$ cat src/rtl/step_profile_gen.sv
// rtl/step_profile_gen.sv - table-driven stepper STEP pulse generator
//
// Plays a profile of up to DEPTH segments, each giving a half-period in
// clocks and a step count, on the single STEP output `pulse`.
//
// Optional feature macro: STEP_PROFILE_LOOP_EN (adds `loop`, which restarts
// the profile at entry 0 seamlessly instead of finishing).
//
// Ports:
//   CLK, RESET       clock (rising edge), synchronous active-low reset
//   start            level: high runs the profile, low aborts / re-arms
//   wr_en/wr_addr    profile table write strobe and entry address
//   wr_half          half-period in clocks (0 is treated as 1)
//   wr_steps         step count (0 marks end of profile)
//   wr_last          entry is the final segment
//   loop             (STEP_PROFILE_LOOP_EN only) repeat profile at its end
//   pulse            STEP output
//   busy             high while loading or running
//   done             one-cycle strobe on profile completion
//   seg_idx          index of the segment being played
//   steps_left       steps remaining in the current segment
module step_profile_gen #(
    parameter int CNT_W = 28,
    parameter int STP_W = 16,
    parameter int DEPTH = 16,
    parameter int AW    = $clog2(DEPTH)
) (
    input  logic             CLK,
    input  logic             RESET,
    input  logic             start,
    input  logic             wr_en,
    input  logic [AW-1:0]    wr_addr,
    input  logic [CNT_W-1:0] wr_half,
    input  logic [STP_W-1:0] wr_steps,
    input  logic             wr_last,
`ifdef STEP_PROFILE_LOOP_EN
    input  logic             loop,
`endif
    output logic             pulse,
    output logic             busy,
    output logic             done,
    output logic [AW-1:0]    seg_idx,
    output logic [STP_W-1:0] steps_left
);

    typedef enum logic [1:0] {S_IDLE, S_LOAD, S_RUN, S_DONE} state_t;

    localparam logic [AW-1:0]    LAST_IDX = AW'(DEPTH - 1);
    localparam logic [CNT_W-1:0] ONE      = CNT_W'(1);

    // Profile table; contents deliberately survive reset.
    logic [CNT_W-1:0] tab_half  [DEPTH];
    logic [STP_W-1:0] tab_steps [DEPTH];
    logic             tab_last  [DEPTH];

    state_t           state_q, state_d;
    logic [CNT_W-1:0] cnt_q, cnt_d;
    logic [CNT_W-1:0] half_q, half_d;
    logic [STP_W-1:0] steps_q, steps_d;
    logic [AW-1:0]    seg_q, seg_d;
    logic             last_q, last_d;
    logic             pulse_q, pulse_d;
    logic             done_q, done_d;

    logic             loop_en;
    logic             ld;
    logic [AW-1:0]    ld_idx;
    logic [AW-1:0]    next_idx;
    logic             prof_end;

`ifdef STEP_PROFILE_LOOP_EN
    assign loop_en = loop;
`else
    assign loop_en = 1'b0;
`endif

    always_ff @(posedge CLK) begin
        if (wr_en) begin
            tab_half[wr_addr]  <= wr_half;
            tab_steps[wr_addr] <= wr_steps;
            tab_last[wr_addr]  <= wr_last;
        end
    end

    always_ff @(posedge CLK) begin
        if (!RESET) begin
            state_q <= S_IDLE;
            cnt_q   <= '0;
            half_q  <= '0;
            steps_q <= '0;
            seg_q   <= '0;
            last_q  <= 1'b0;
            pulse_q <= 1'b0;
            done_q  <= 1'b0;
        end else begin
            state_q <= state_d;
            cnt_q   <= cnt_d;
            half_q  <= half_d;
            steps_q <= steps_d;
            seg_q   <= seg_d;
            last_q  <= last_d;
            pulse_q <= pulse_d;
            done_q  <= done_d;
        end
    end

    assign next_idx = seg_q + AW'(1);
    // Profile ends after this segment if it is flagged last, is the final
    // table slot, or the following entry is an end marker.
    assign prof_end = last_q || (seg_q == LAST_IDX) || (tab_steps[next_idx] == '0);

    always_comb begin
        state_d = state_q;
        cnt_d   = cnt_q;
        half_d  = half_q;
        steps_d = steps_q;
        seg_d   = seg_q;
        last_d  = last_q;
        pulse_d = pulse_q;
        done_d  = 1'b0;
        ld      = 1'b0;
        ld_idx  = '0;

        case (state_q)
            S_IDLE: begin
                if (start) begin
                    state_d = S_LOAD;
                    ld      = 1'b1;
                end
            end
            S_LOAD: begin
                if (!start) begin
                    state_d = S_IDLE;
                    pulse_d = 1'b0;
                end else if (steps_q == '0) begin
                    state_d = S_DONE;
                    done_d  = 1'b1;
                end else begin
                    state_d = S_RUN;
                end
            end
            S_RUN: begin
                if (!start) begin
                    state_d = S_IDLE;
                    pulse_d = 1'b0;
                end else if (cnt_q == half_q) begin
                    cnt_d   = ONE;
                    pulse_d = ~pulse_q;
                    // A step completes on the falling toggle.
                    if (pulse_q) begin
                        if (steps_q == STP_W'(1)) begin
                            if (!prof_end) begin
                                ld     = 1'b1;
                                ld_idx = next_idx;
                            end else if (loop_en && (tab_steps[0] != '0)) begin
                                ld = 1'b1;
                            end else begin
                                state_d = S_DONE;
                                done_d  = 1'b1;
                            end
                        end else begin
                            steps_d = steps_q - STP_W'(1);
                        end
                    end
                end else begin
                    cnt_d = cnt_q + ONE;
                end
            end
            S_DONE: begin
                pulse_d = 1'b0;
                if (!start) begin
                    state_d = S_IDLE;
                end
            end
            default: state_d = S_IDLE;
        endcase

        // Latching happens in the same cycle as the advance so segments
        // abut with no gap cycle.
        if (ld) begin
            half_d  = (tab_half[ld_idx] == '0) ? ONE : tab_half[ld_idx];
            steps_d = tab_steps[ld_idx];
            last_d  = tab_last[ld_idx];
            seg_d   = ld_idx;
            cnt_d   = ONE;
        end
    end

    assign pulse      = pulse_q;
    assign busy       = (state_q == S_LOAD) || (state_q == S_RUN);
    assign done       = done_q;
    assign seg_idx    = seg_q;
    assign steps_left = steps_q;

endmodule
$ cat config.mk
export PLATFORM = sky130hd
export DESIGN_NAME = step_profile_gen
export DESIGN_NICKNAME = d
export VERILOG_FILES = /design/src/rtl/step_profile_gen.sv
export SDC_FILE = /design/constraint.sdc
export NUM_CORES = 1
export LEC_CHECK = 0
export CAP_MARGIN = 25
export CORE_MARGIN = 3
export CORE_UTILIZATION = 50
export DETAILED_ROUTE_END_ITERATION = 12
export DONT_BUFFER_PORTS = 1
export SLEW_MARGIN = 5
export SYNTH_ARGS = -nofsm -noshare
export SYNTH_HDL_FRONTEND = slang
export SYNTH_SLANG_ARGS = --single-unit
$ cat constraint.sdc
create_clock -name CLK -period 7.9 [get_ports CLK]
set_input_delay 2.37 -clock CLK [delete_from_list [all_inputs] [get_ports CLK]]
set_output_delay 2.37 -clock CLK [all_outputs]
set_load 0.01 [all_outputs]
**After elaboration in Yosys (flattened, before gate mapping)**

Memories as Yosys holds them, arrays and structs flattened. A register that Yosys moved wholly into a read port is not among the register bits.
Index checks and enable logic that the tools add are counted.

- Add/subtract/negate cells: 3
- Bitwise gates (word level): 2
- Equality and inequality tests: 14
- Mux-type cells: 48
- Reductions and logical operators: 19

Operators with widths:

| operator | count |
|---|---|
| $mux W16 | 6 |
| $mux W28 | 2 |
| $logic_not A16 Y1 | 2 |
| $add A28 B1 Y28 const B | 1 |
| $eq A28 B28 Y1 | 1 |
| $logic_not A28 Y1 | 1 |
| $mux W4 | 6 |
| $mux W1 | 22 |
| $eq A16 B1 Y1 const B | 1 |
| $mux W2 | 8 |
| $sub A16 B1 Y16 const B | 1 |
| $ne A3 B3 Y1 const B | 4 |
| $ne A2 B2 Y1 const B | 4 |
| $pmux W2 S4 | 1 |
| $reduce_bool A2 Y1 | 4 |
| $reduce_and A6 Y1 | 1 |
| $reduce_and A5 Y1 | 1 |
| $add A4 B1 Y4 const B | 1 |
| $eq A2 B2 Y1 const B | 2 |
| $eq A4 B4 Y1 const B | 1 |
| $pmux W1 S2 | 2 |
| $reduce_and A2 Y1 | 2 |
| $logic_or A1 B1 Y1 | 3 |
| $pmux W1 S3 | 1 |
| 7 further kinds | 8 |

- Input port bits: 53
- Word-level logic and storage cells: 97
- RAM bits: 720
- Register bits: 80
- Output and inout port bits: 23
- Memories kept: 3

Memory list:

| memory | depth | bits a word | rd ports | clocked after Yosys merged registers in | wr ports | RTL line | source |
|---|---|---|---|---|---|---|---|
| tab_half | 16 | 28 | 1 | 0 | 1 | 52 | `logic [CNT_W-1:0] tab_half [DEPTH];` |
| tab_steps | 16 | 16 | 2 | 0 | 1 | 53 | `logic [STP_W-1:0] tab_steps [DEPTH];` |
| tab_last | 16 | 1 | 1 | 1 | 1 | 54 | `logic tab_last [DEPTH];` |

**Longest topological paths before layout**

Gate-level depths: netlist (run 1).
An unclocked memory read counts as a cell.

- Depth after elaboration: 13
- Depth in mapped cells: 19
- Depth with buffers taken out: 15

**Worst setup path before layout (run 1)**

OpenSTA, ideal clock, no wires.

- Kind: input port to flip-flop
- From: input port wr_addr[3]
- To: memory tab_half[0][0], enable pin
- Library setup time: 504 ps
- Data required time: 7396 ps
- Path buffers: 0
- Arrival: 5960 ps
- Path slack: 1437 ps
- Stages: 2
- Cells stage by stage: or3b_2 > nor3_1

RTL lines:

| element | RTL line | source |
|---|---|---|
| start, declared | 32 | `input logic [AW-1:0] wr_addr,` |
| end, declared | 52 |  |

Straight into the memory's write port.

**Worst setup path in the final report (run 1)**

- From: register seg_q[1], in the netlist seg_idx[1]
- To: register steps_q[7], in the netlist steps_left[7]

- Cells in the longest elaborated chain, start to end: 12
- Elaborated cells between the ends (all ways): 25
- Those cells by class: add/sub (1); eq/ne (2); mux (13); reduce/logical (8); memory (1)

Ends and longest elaborated chain:

| element | RTL line | source |
|---|---|---|
| start, declared | 60 | `logic [AW-1:0] seg_q, seg_d;` |
| start signal, assigned | 100 | `seg_q <= seg_d;` |
| $add A4 B1 Y4 | 107 | `assign next_idx = seg_q + AW'(1);` |
| $mem_v2 Z16 W16 | - |  |
| $logic_not A16 Y1 | 110 | `assign prof_end = last_q \|\| (seg_q == LAST_IDX) \|\| (tab_steps[next_idx] == '0);` |
| $logic_or A1 B1 Y1 | 110 |  |
| $mux W4 / $mux W1 (equally long branches) | 152 | `if (!prof_end) begin` |
| $mux W4 / $mux W1 (equally long branches) | 151 | `if (steps_q == STP_W'(1)) begin` |
| $mux W4 / $mux W1 (equally long branches) | 150 | `if (pulse_q) begin` |
| $mux W4 / $mux W1 (equally long branches) | 146 | `end else if (cnt_q == half_q) begin` |
| $mux W4 / $mux W1 (equally long branches) | 143 | `if (!start) begin` |
| $mux W4 / $pmux W1 S2 (equally long branches) | 124 | `case (state_q)` |
| $mem_v2 Z16 W16, or another cell as far along | - |  |
| $mux W16 / $reduce_and A5 Y1 (equally long branches) | - |  |
| end signal, assigned | 99 | `steps_q <= steps_d;` |
| end, declared | 59 | `logic [STP_W-1:0] steps_q, steps_d;` |

Several ways; a longest one is shown, not always the timed one.
A chain may end at the register's enable or synchronous reset.

==> impl_results.rst, run 1 <==
.. list-table::
   :header-rows: 1

   * - Metric
     - Value
   * - Transition time of the tightest slew-check pin
     - 1.093 ns
   * - Post-Syn Instances
     - approximately 2.6k
   * - Register-to-Register Path Depth
     - 15
   * - Run status
     - completed
   * - Unrepaired setup endpoints after global routing
     - no
   * - Count of port buffers added during placement
     - 0
   * - Sink of the worst hold path
     - half_q[11]
   * - Total of cells resized after clock tree synthesis
     - 0
   * - Number of synthesis warnings
     - 0
   * - Cells taking the most area after synthesis
     - sky130_fd_sc_hd__edfxtp_1, sky130_fd_sc_hd__dfxtp_1, sky130_fd_sc_hd__nand2_1, sky130_fd_sc_hd__mux2i_1, sky130_fd_sc_hd__nand3_1
   * - Ant diodes
     - 0
   * - Maximum clock skew at final layout
     - 0.03998 ns
   * - Vias after detailed routing
     - 23.17k
   * - Antenna-violating nets left
     - 0
   * - EDFF count, synth
     - ~700
   * - Grt ovf
     - 0
   * - Endpoint type of the worst setup path
     - flip-flop
   * - Proportion of synthesized chip area in sequential cells
     - between 60% and 70%
   * - Global-route wire length before repair
     - approximately 150000 um
   * - Max-cap check violation count
     - 0
   * - Net count reported at finish
     - about 2.7k
   * - 1st-iter DRT viols
     - ~3.4k
   * - All-layer global routing usage
     - 29.86%
   * - Skew-Pair Late Insertion Delay
     - approximately 0.65 ns
   * - Hold Crit Depth
     - 2
   * - Setup slack of the most critical reg-to-reg path
     - 1.74 ns
   * - Share of synthesized registers carrying an async set or reset
     - 0%
   * - Hold path startpoint
     - half_q[11]
   * - Maximum number of pins on one net before global-route repair
     - between 100 and 150
   * - Prevailing post-synth register cell
     - sky130_fd_sc_hd__edfxtp_1
   * - FF-to-FF End
     - steps_left[7]
   * - Die H
     - around 270 um
   * - Area of the core
     - 66450 um2
   * - Die Footprint
     - roughly 71000 um2
   * - Critical path data arrival time
     - between 6 and 7 ns
   * - Max-slew violation total from the final report
     - 0
   * - Summed instance area of the synthesized netlist
     - about 34000 um2
   * - Per-instance average area after synthesis
     - about 13 um2
   * - Detailed placer's ending HPWL
     - 65900 um
   * - Overall routed net length
     - around 110000 um
   * - Worst Path Class, Setup
     - flip-flop to flip-flop
   * - Fraction of synthesized cell area taken by the top area cell type
     - approximately 64%
   * - Peak Freq
     - approximately 0.16 GHz
   * - Number of global-route vias before repair
     - 22.05k
   * - Initial antenna violation count
     - 5
   * - Headroom to the max-slew limit
     - a little over a quarter
   * - Clock-pin slew reported for the worst setup and hold paths after clock tree synthesis
     - 0.06 ns
   * - Syn nets
     - between 2k and 3k
   * - CTS HTree Levels
     - 3
   * - Cell accounting for the most synthesized area
     - sky130_fd_sc_hd__edfxtp_1
   * - Number of unique standard cell types used by synthesis
     - roughly 90
   * - Pleak
     - about 13 nW
   * - Final setup fails
     - 0
   * - WHS
     - slightly below 0.5 ns
   * - Biggest fanout along the worst timing path
     - 54
   * - Max rail drop VDD
     - roughly 0.18 mV
   * - Multi-input gate area
     - approximately 10000 um2
   * - Clock tree from TritonCTS
     - done
   * - Cell chosen for the clock root
     - sky130_fd_sc_hd__clkbuf_16
   * - Placer's final routability congestion estimate
     - between 0.9 and 1
   * - Area used by sequential logic in the layout
     - 23250 um2
   * - DRC errors left
     - 0
   * - Maximum buffer depth of the clock tree
     - 3
   * - Final Hold Violating Endpoints
     - 0
   * - Final-layout fill cell count
     - around 5.3k
   * - Number of hold buffers added after CTS
     - 0
   * - Clock buffers created by TritonCTS
     - between 80 and 90
   * - Ratio of routed vias to standard cells
     - 6.557
   * - Drt first pass iters
     - 6
   * - Num ports
     - 76
   * - Shortest period the worst path allows
     - between 6 and 7 ns
   * - Reg-to-Reg Start
     - seg_idx[1]
   * - Die Span X
     - between 200 and 300 um
   * - Post-CTS setup-driven buffer insertion count
     - 0
   * - Share of the clock period used by the worst path after layout
     - 77.99%
   * - Element type at the critical path start
     - flip-flop
   * - Data required time at the worst endpoint
     - ~8.5 ns
   * - Average wire length per cell after detail routing
     - 30.16 um
   * - Fraction of layout instances using a drive strength above 1
     - 10.79%
   * - Power density over cell area
     - ~230 nW/um2
   * - Final setup TNS
     - 0 ns
   * - Synth-to-layout area growth
     - 11.82%
   * - Class of the worst hold path
     - flip-flop to flip-flop
   * - Effective utilization at floorplan
     - 51.04%
   * - Seq cells post-synth
     - 801
   * - Clock sink count
     - approximately 800
   * - Number of rows in the core area
     - 94
-- placed cells by master, fill, tap and decap left out, drive strengths merged, types with 18 or more instances in the layout --
cell	Yosys	routed
clkbuf	82	109
buf	67	74
clkinv	0	36
nor3	58	58
dfxtp	81	81
edfxtp	720	720
and3	60	60
nor2	152	152
o211a	26	26
a211oi	43	43
a21oi	123	123
xor2	56	56
nand3	124	124
nand2	365	365
o221ai	18	18
o211ai	18	18
mux2	23	23
mux2i	120	120
nor4	52	52
o21ai	97	97
-- flip-flops by register name, summed over array words and instances, names as in the netlist --
name        cells
seg_idx         4
tab_half      448
cnt_q          28
tab_steps     256
half_q         28
steps_left     16
pulse           1
tab_last       16
done            1
state_q         2
last_q          1
-- through the flow --
| step | util [%] | power (W) | instances | cell area (um2) | setup WS, ns |
|---|---|---|---|---|---|
| 2_1_floorplan | - | 0.004981 | 2588 | 33920 | 1.437 |
| 3_3_place_gp | 52.96 | 0.005059 | 3371 | 35190 | 1.395 |
| 3_5_place_dp | 53.01 | 0.005065 | 3376 | 35230 | 1.483 |
| 4_1_cts | 57.05 | 0.008877 | 3532 | 37910 | 1.754 |
| 5_1_grt | 57.08 | 0.009087 | 3533 | 37930 | 1.433 |
| 6_report | 57.08 | 0.008838 | 3533 | 37930 | 1.739 |
-- how the worst max path moves through the flow --
stage | slack [ns] | startpoint | end | cells after the start
5_1_grt | 1.43 | seg_idx[1] | steps_left[7] | 15
2_1_floorplan | 1.44 | wr_addr[3] | tab_half[0][0] | 2
4_1_cts | 1.75 | seg_idx[1] | steps_left[7] | 15
3_3_place_gp | 1.39 | start | half_q[0] | 12
6_report | 1.74 | seg_idx[1] | steps_left[7] | 15
3_5_place_dp | 1.48 | start | half_q[0] | 13
-- cell usage after synthesis, types with 8 or more instances --
cell / n
sky130_fd_sc_hd__inv_1: 12
sky130_fd_sc_hd__buf_1: 30
sky130_fd_sc_hd__nor4_1: 48
sky130_fd_sc_hd__nor2b_1: 12
sky130_fd_sc_hd__nor3b_1: 8
sky130_fd_sc_hd__dfxtp_1: 81
sky130_fd_sc_hd__mux4_2: 11
sky130_fd_sc_hd__mux2i_1: 120
sky130_fd_sc_hd__buf_2: 33
sky130_fd_sc_hd__and2_1: 9
sky130_fd_sc_hd__a21oi_1: 122
sky130_fd_sc_hd__o22ai_1: 17
sky130_fd_sc_hd__a221oi_1: 8
sky130_fd_sc_hd__clkbuf_1: 82
sky130_fd_sc_hd__and3_1: 60
sky130_fd_sc_hd__nand3_1: 124
sky130_fd_sc_hd__edfxtp_1: 720
sky130_fd_sc_hd__nor3_1: 57
sky130_fd_sc_hd__o21ai_0: 93
sky130_fd_sc_hd__nand2_1: 365
sky130_fd_sc_hd__xor2_1: 55
sky130_fd_sc_hd__a211oi_1: 40
sky130_fd_sc_hd__nand4_1: 13
sky130_fd_sc_hd__o211ai_1: 17
sky130_fd_sc_hd__or3_1: 16
sky130_fd_sc_hd__nor2_1: 152
sky130_fd_sc_hd__a31oi_1: 17
sky130_fd_sc_hd__o221ai_1: 18
sky130_fd_sc_hd__o211a_1: 26
sky130_fd_sc_hd__xnor2_1: 14
sky130_fd_sc_hd__or4_1: 13
sky130_fd_sc_hd__nand2b_1: 11
sky130_fd_sc_hd__mux2_2: 23
sky130_fd_sc_hd__ha_1: 8
-- cells by family (layout without fill, tap and decap cells) --
| kind of cell | after synthesis | in the layout | share of synthesized area [%] |
|---|---|---|---|
| buf+inv | 162 | 243 | 1.959 |
| compound gates | 476 | 476 | 9.602 |
| xor+xnor | 70 | 70 | 1.830 |
| mux | 154 | 154 | 5.035 |
| simple gates | 917 | 917 | 12.76 |
| fa+ha+maj | 8 | 8 | 0.2951 |
| flops | 801 | 801 | 68.52 |
-- critical path, cell delays in order (launching register included) --
cell and delay (ns):
sky130_fd_sc_hd__dfxtp_1 0.41, sky130_fd_sc_hd__ha_4 0.83, sky130_fd_sc_hd__inv_2 0.29, sky130_fd_sc_hd__o311ai_0 0.46, sky130_fd_sc_hd__a21oi_1 0.13, sky130_fd_sc_hd__a311o_1 0.35, sky130_fd_sc_hd__or4_1 0.78, sky130_fd_sc_hd__o211ai_1 0.54
sky130_fd_sc_hd__buf_12 0.28, sky130_fd_sc_hd__buf_12 0.29, sky130_fd_sc_hd__nand2_1 0.08, sky130_fd_sc_hd__and3_1 0.18, sky130_fd_sc_hd__a211oi_1 0.63, sky130_fd_sc_hd__nor3_1 0.27, sky130_fd_sc_hd__o21ai_0 0.33, sky130_fd_sc_hd__o311a_1 0.21
-- where the power goes --
part / internal (W) / switching (W) / total [W]
Clock: 0.00222 / 0.00164 / 0.00386
Sequential: 0.00472 / 0.0000560 / 0.00477
Combinational: 0.0000687 / 0.000139 / 0.000207
Total: 0.00701 / 0.00183 / 0.00884
-- area by class of cell --
cell class,instances,area share [%]
repair buffers,74,1.613
flip-flops and latches,801,61.29
inverters,13,0.1287
multi-input cells,1625,27.04
clock inverters,47,1.016
well taps,864,2.850
clock buffers,109,6.060
-- layer usage --
layer,part of all wire (%),GRT usage [%]
met5,0.024,0
met4,3.0,8.491
met3,12,8.223
met1,41,43.66
met2,44,44.14
No activity file was read; power rests on OpenSTA's default activity.
==> run 2: changes to the inputs <==
clock period = 6.2 ns   (was 7.9 ns; I/O delays follow)
==> impl_results.rst, run 2 (synthesized netlist as in run 1, its figures left out) <==
.. list-table::
   :header-rows: 1

   * - Metric
     - Value
   * - Number of hold buffers added after CTS
     - 0 (unchanged)
   * - Data required time at the worst endpoint
     - 6.78 ns (was 8.47 ns)
   * - Post-CTS setup-driven buffer insertion count
     - 0 (unchanged)
   * - Count of buffer and inverter cells on the critical path
     - 3 (unchanged)
   * - Critical Path, Cell by Cell
     - ha_4 > inv_2 > o311ai_0 > buf_4 > a21oi_1 > a311o_1 > or4_1 > o211ai_1 > buf_12 > mux2i_1 > a221oi_1 > o31ai_1 > nand2_1 > nor4_1 > a31o_1 (was ha_4 > inv_2 > o311ai_0 > a21oi_1 > a311o_1 > or4_1 > o211ai_1 > buf_12 > buf_12 > nand2_1 > and3_1 > a211oi_1 > nor3_1 > o21ai_0 > o311a_1)
   * - Max-cap check violation count
     - 0 (unchanged)
   * - Skew-Pair Late Insertion Delay
     - 0.66 ns (was 0.65 ns)
   * - Clock sink count
     - 801 (unchanged)
   * - Setup slack of the critical path after layout
     - 0.3764 ns (was 1.739 ns)
   * - Detailed placer's ending HPWL
     - 69300 um (was 65900 um)
   * - Clock tree from TritonCTS
     - done (unchanged)
   * - Number of global-route vias before repair
     - 22.36k (was 22.05k)
   * - Final setup TNS
     - 0 ns (unchanged)
   * - Clock-pin slew reported for the worst setup and hold paths after clock tree synthesis
     - 0.06 ns (about the same)
   * - Element type at the critical path start
     - flip-flop (unchanged)
   * - Ratio of routed vias to standard cells
     - 6.505 (was 6.557)
   * - Vias after detailed routing
     - 23.27k (was 23.17k)
   * - Class of the worst hold path
     - flip-flop to flip-flop (unchanged)
   * - All-layer global routing usage
     - 30.31% (was 29.86%)
   * - Power density over cell area
     - 294.3 nW/um2 (was 233.0 nW/um2)
   * - Biggest fanout along the worst timing path
     - 41 (was 54)
   * - Final setup fails
     - 0 (unchanged)
   * - Die Span X
     - 266.5 um (unchanged)
   * - Clock buffers created by TritonCTS
     - 84 (unchanged)
   * - 1st-iter DRT viols
     - 3282 (was 3440)
   * - Placer's final routability congestion estimate
     - 0.9842 (was 0.9270)
   * - Transition time of the tightest slew-check pin
     - 1.132 ns (was 1.093 ns)
   * - Final Hold Violating Endpoints
     - 0 (unchanged)
   * - Die H
     - 266.5 um (unchanged)
   * - Headroom to the max-slew limit
     - 23.87% (was 26.85%)
   * - Synth-to-layout area growth
     - 13.19% (was 11.82%)
   * - Maximum buffer depth of the clock tree
     - 3 (unchanged)
   * - Max rail drop VDD
     - 0.2602 mV (was 0.1782 mV)
   * - Pre-CTS setup slack
     - 0.5051 ns (was 1.483 ns)
   * - Number of flip-flops in the largest register
     - 448 (unchanged)
   * - Grt ovf
     - 0 (unchanged)
   * - Peak Freq
     - 0.1717 GHz (was 0.1623 GHz)
   * - Net count reported at finish
     - 2709 (was 2660)
   * - DRC errors left
     - 0 (unchanged)
   * - Ant diodes
     - 0 (unchanged)
   * - Cell family with the largest share of critical-path delay
     - compound AO/OA/AOI/OAI gates (unchanged)
   * - Max-slew violation total from the final report
     - 0 (unchanged)
   * - Final-layout fill cell count
     - 5303 (was 5306)
   * - Maximum clock skew at final layout
     - 0.03447 ns (was 0.03998 ns)
   * - Initial antenna violation count
     - 2 (was 5)
   * - Die Footprint
     - 71000 um2 (unchanged)
   * - Biggest register
     - tab_half (unchanged)
   * - CP max-delay cell
     - sky130_fd_sc_hd__o31ai_1 (was sky130_fd_sc_hd__ha_4)
   * - Drt first pass iters
     - 5 (was 6)
   * - Critical path data arrival time
     - 6.40 ns (was 6.73 ns)
   * - Antenna-violating nets left
     - 0 (unchanged)
   * - Endpoint type of the worst setup path
     - flip-flop (unchanged)
   * - Run status
     - completed (unchanged)
   * - Num ports
     - 76 (unchanged)
   * - Biggest registers after layout
     - tab_half: 448 flops, tab_steps: 256 flops (unchanged)
   * - Maximum cell stage delay along the critical path
     - 0.94 ns (was 0.83 ns)
   * - Top library cells by usage in the layout, fill and taps aside
     - sky130_fd_sc_hd__edfxtp_1, sky130_fd_sc_hd__nand2_1, sky130_fd_sc_hd__nor2_1 (unchanged)
   * - CTS HTree Levels
     - 3 (unchanged)
   * - Effective utilization at floorplan
     - 51.04% (unchanged)
   * - Worst Path Class, Setup
     - flip-flop to flip-flop (unchanged)
   * - Fraction of layout instances using a drive strength above 1
     - 12.24% (was 10.79%)
   * - Global-route wire length before repair
     - 155700 um (was 153500 um)
   * - Average wire length per cell after detail routing
     - 30.07 um (was 30.16 um)
   * - Number of rows in the core area
     - 94 (unchanged)
   * - Unrepaired setup endpoints after global routing
     - no (unchanged)
   * - Total of cells resized after clock tree synthesis
     - 0 (unchanged)
   * - Share of the clock period used by the worst path after layout
     - 93.93% (was 77.99%)
   * - Shortest period the worst path allows
     - 5.824 ns (was 6.161 ns)
   * - Cell chosen for the clock root
     - sky130_fd_sc_hd__clkbuf_16 (unchanged)
   * - Count of port buffers added during placement
     - 0 (unchanged)
   * - Area of the core
     - 66450 um2 (unchanged)
   * - Commonest non-fill, non-tap cell in the layout
     - sky130_fd_sc_hd__edfxtp_1 (unchanged)
   * - Pleak
     - 12.83 nW (was 12.56 nW)
   * - Overall routed net length
     - 107500 um (was 106600 um)
   * - Maximum number of pins on one net before global-route repair
     - 102 (was 104)
==> run 2: cell types whose count changed in the layout (fill, tap and decap cells not counted), sizes merged <==
cell      before  now
buf           74  123
bufinv         5    7
clkbuf       109  101
clkinv        36   33
clkinvlp       3    6
inv           16   17
==> run 2: per-layer routing <==
layer	wire, um	part of all wire [%]	GRT usage, %	vias up
met3	13510	13	8.914	226
met2	46450	43	43.70	1391
li1	-	-	-	10019
met1	44330	41	44.66	11632
met4	3241	3.0	9.247	2
met5	13	0.012	0	-
==> run 2: report_power, final <==
part / internal [W] / leakage [nW] / switching (W)
logic: 0.0000916 / 4.36 / 0.000176
clock network: 0.00282 / 1.30 / 0.00213
registers: 0.00601 / 7.17 / 0.0000682
==> run 2: area by class of cell <==
| class | count | area, um2 | area share (%) |
|---|---|---|---|
| Timing Repair Buffer | 123 | 1089 | 2.835 |
| Tap cell | 864 | 1081 | 2.816 |
| Clock buffer | 101 | 2187 | 5.697 |
| Inverter | 13 | 48.80 | 0.1271 |
| Sequential cell | 801 | 23250 | 60.55 |
| Clock inverter | 50 | 490.5 | 1.277 |
| Multi-Input combinational cell | 1625 | 10250 | 26.70 |
==> run 2: final timing paths <==
kind	slack (ns)	start	to	depth (start not counted)
worst max-delay path	0.38	seg_idx[1]	half_q[0]	15
worst min-delay path	0.47	half_q[11]	half_q[11]	2
worst min register to register	0.47	half_q[11]	half_q[11]	2
worst max register to register	0.38	seg_idx[1]	half_q[0]	15
==> run 2: tightest hold or removal path, stage by stage, from the launching register on <==
cell	delay (ns)
sky130_fd_sc_hd__dfxtp_1	0.31
sky130_fd_sc_hd__nand2_1	0.05
sky130_fd_sc_hd__a21boi_0	0.06
==> run 2: stage by stage <==
stage                     cell area, um2  total power, W  util (%)  std cells  hold slack (ns)
after floorplan                    33920        0.006347         -       2588           0.4525
after global placement             35640        0.006445     53.63       3423           0.4630
after detailed placement           35660        0.006453     53.66       3424           0.4702
after CTS                          38340         0.01135     57.69       3575           0.4763
after global routing               38390         0.01161     57.78       3577           0.4998
final                              38390         0.01130     57.78       3577           0.4722
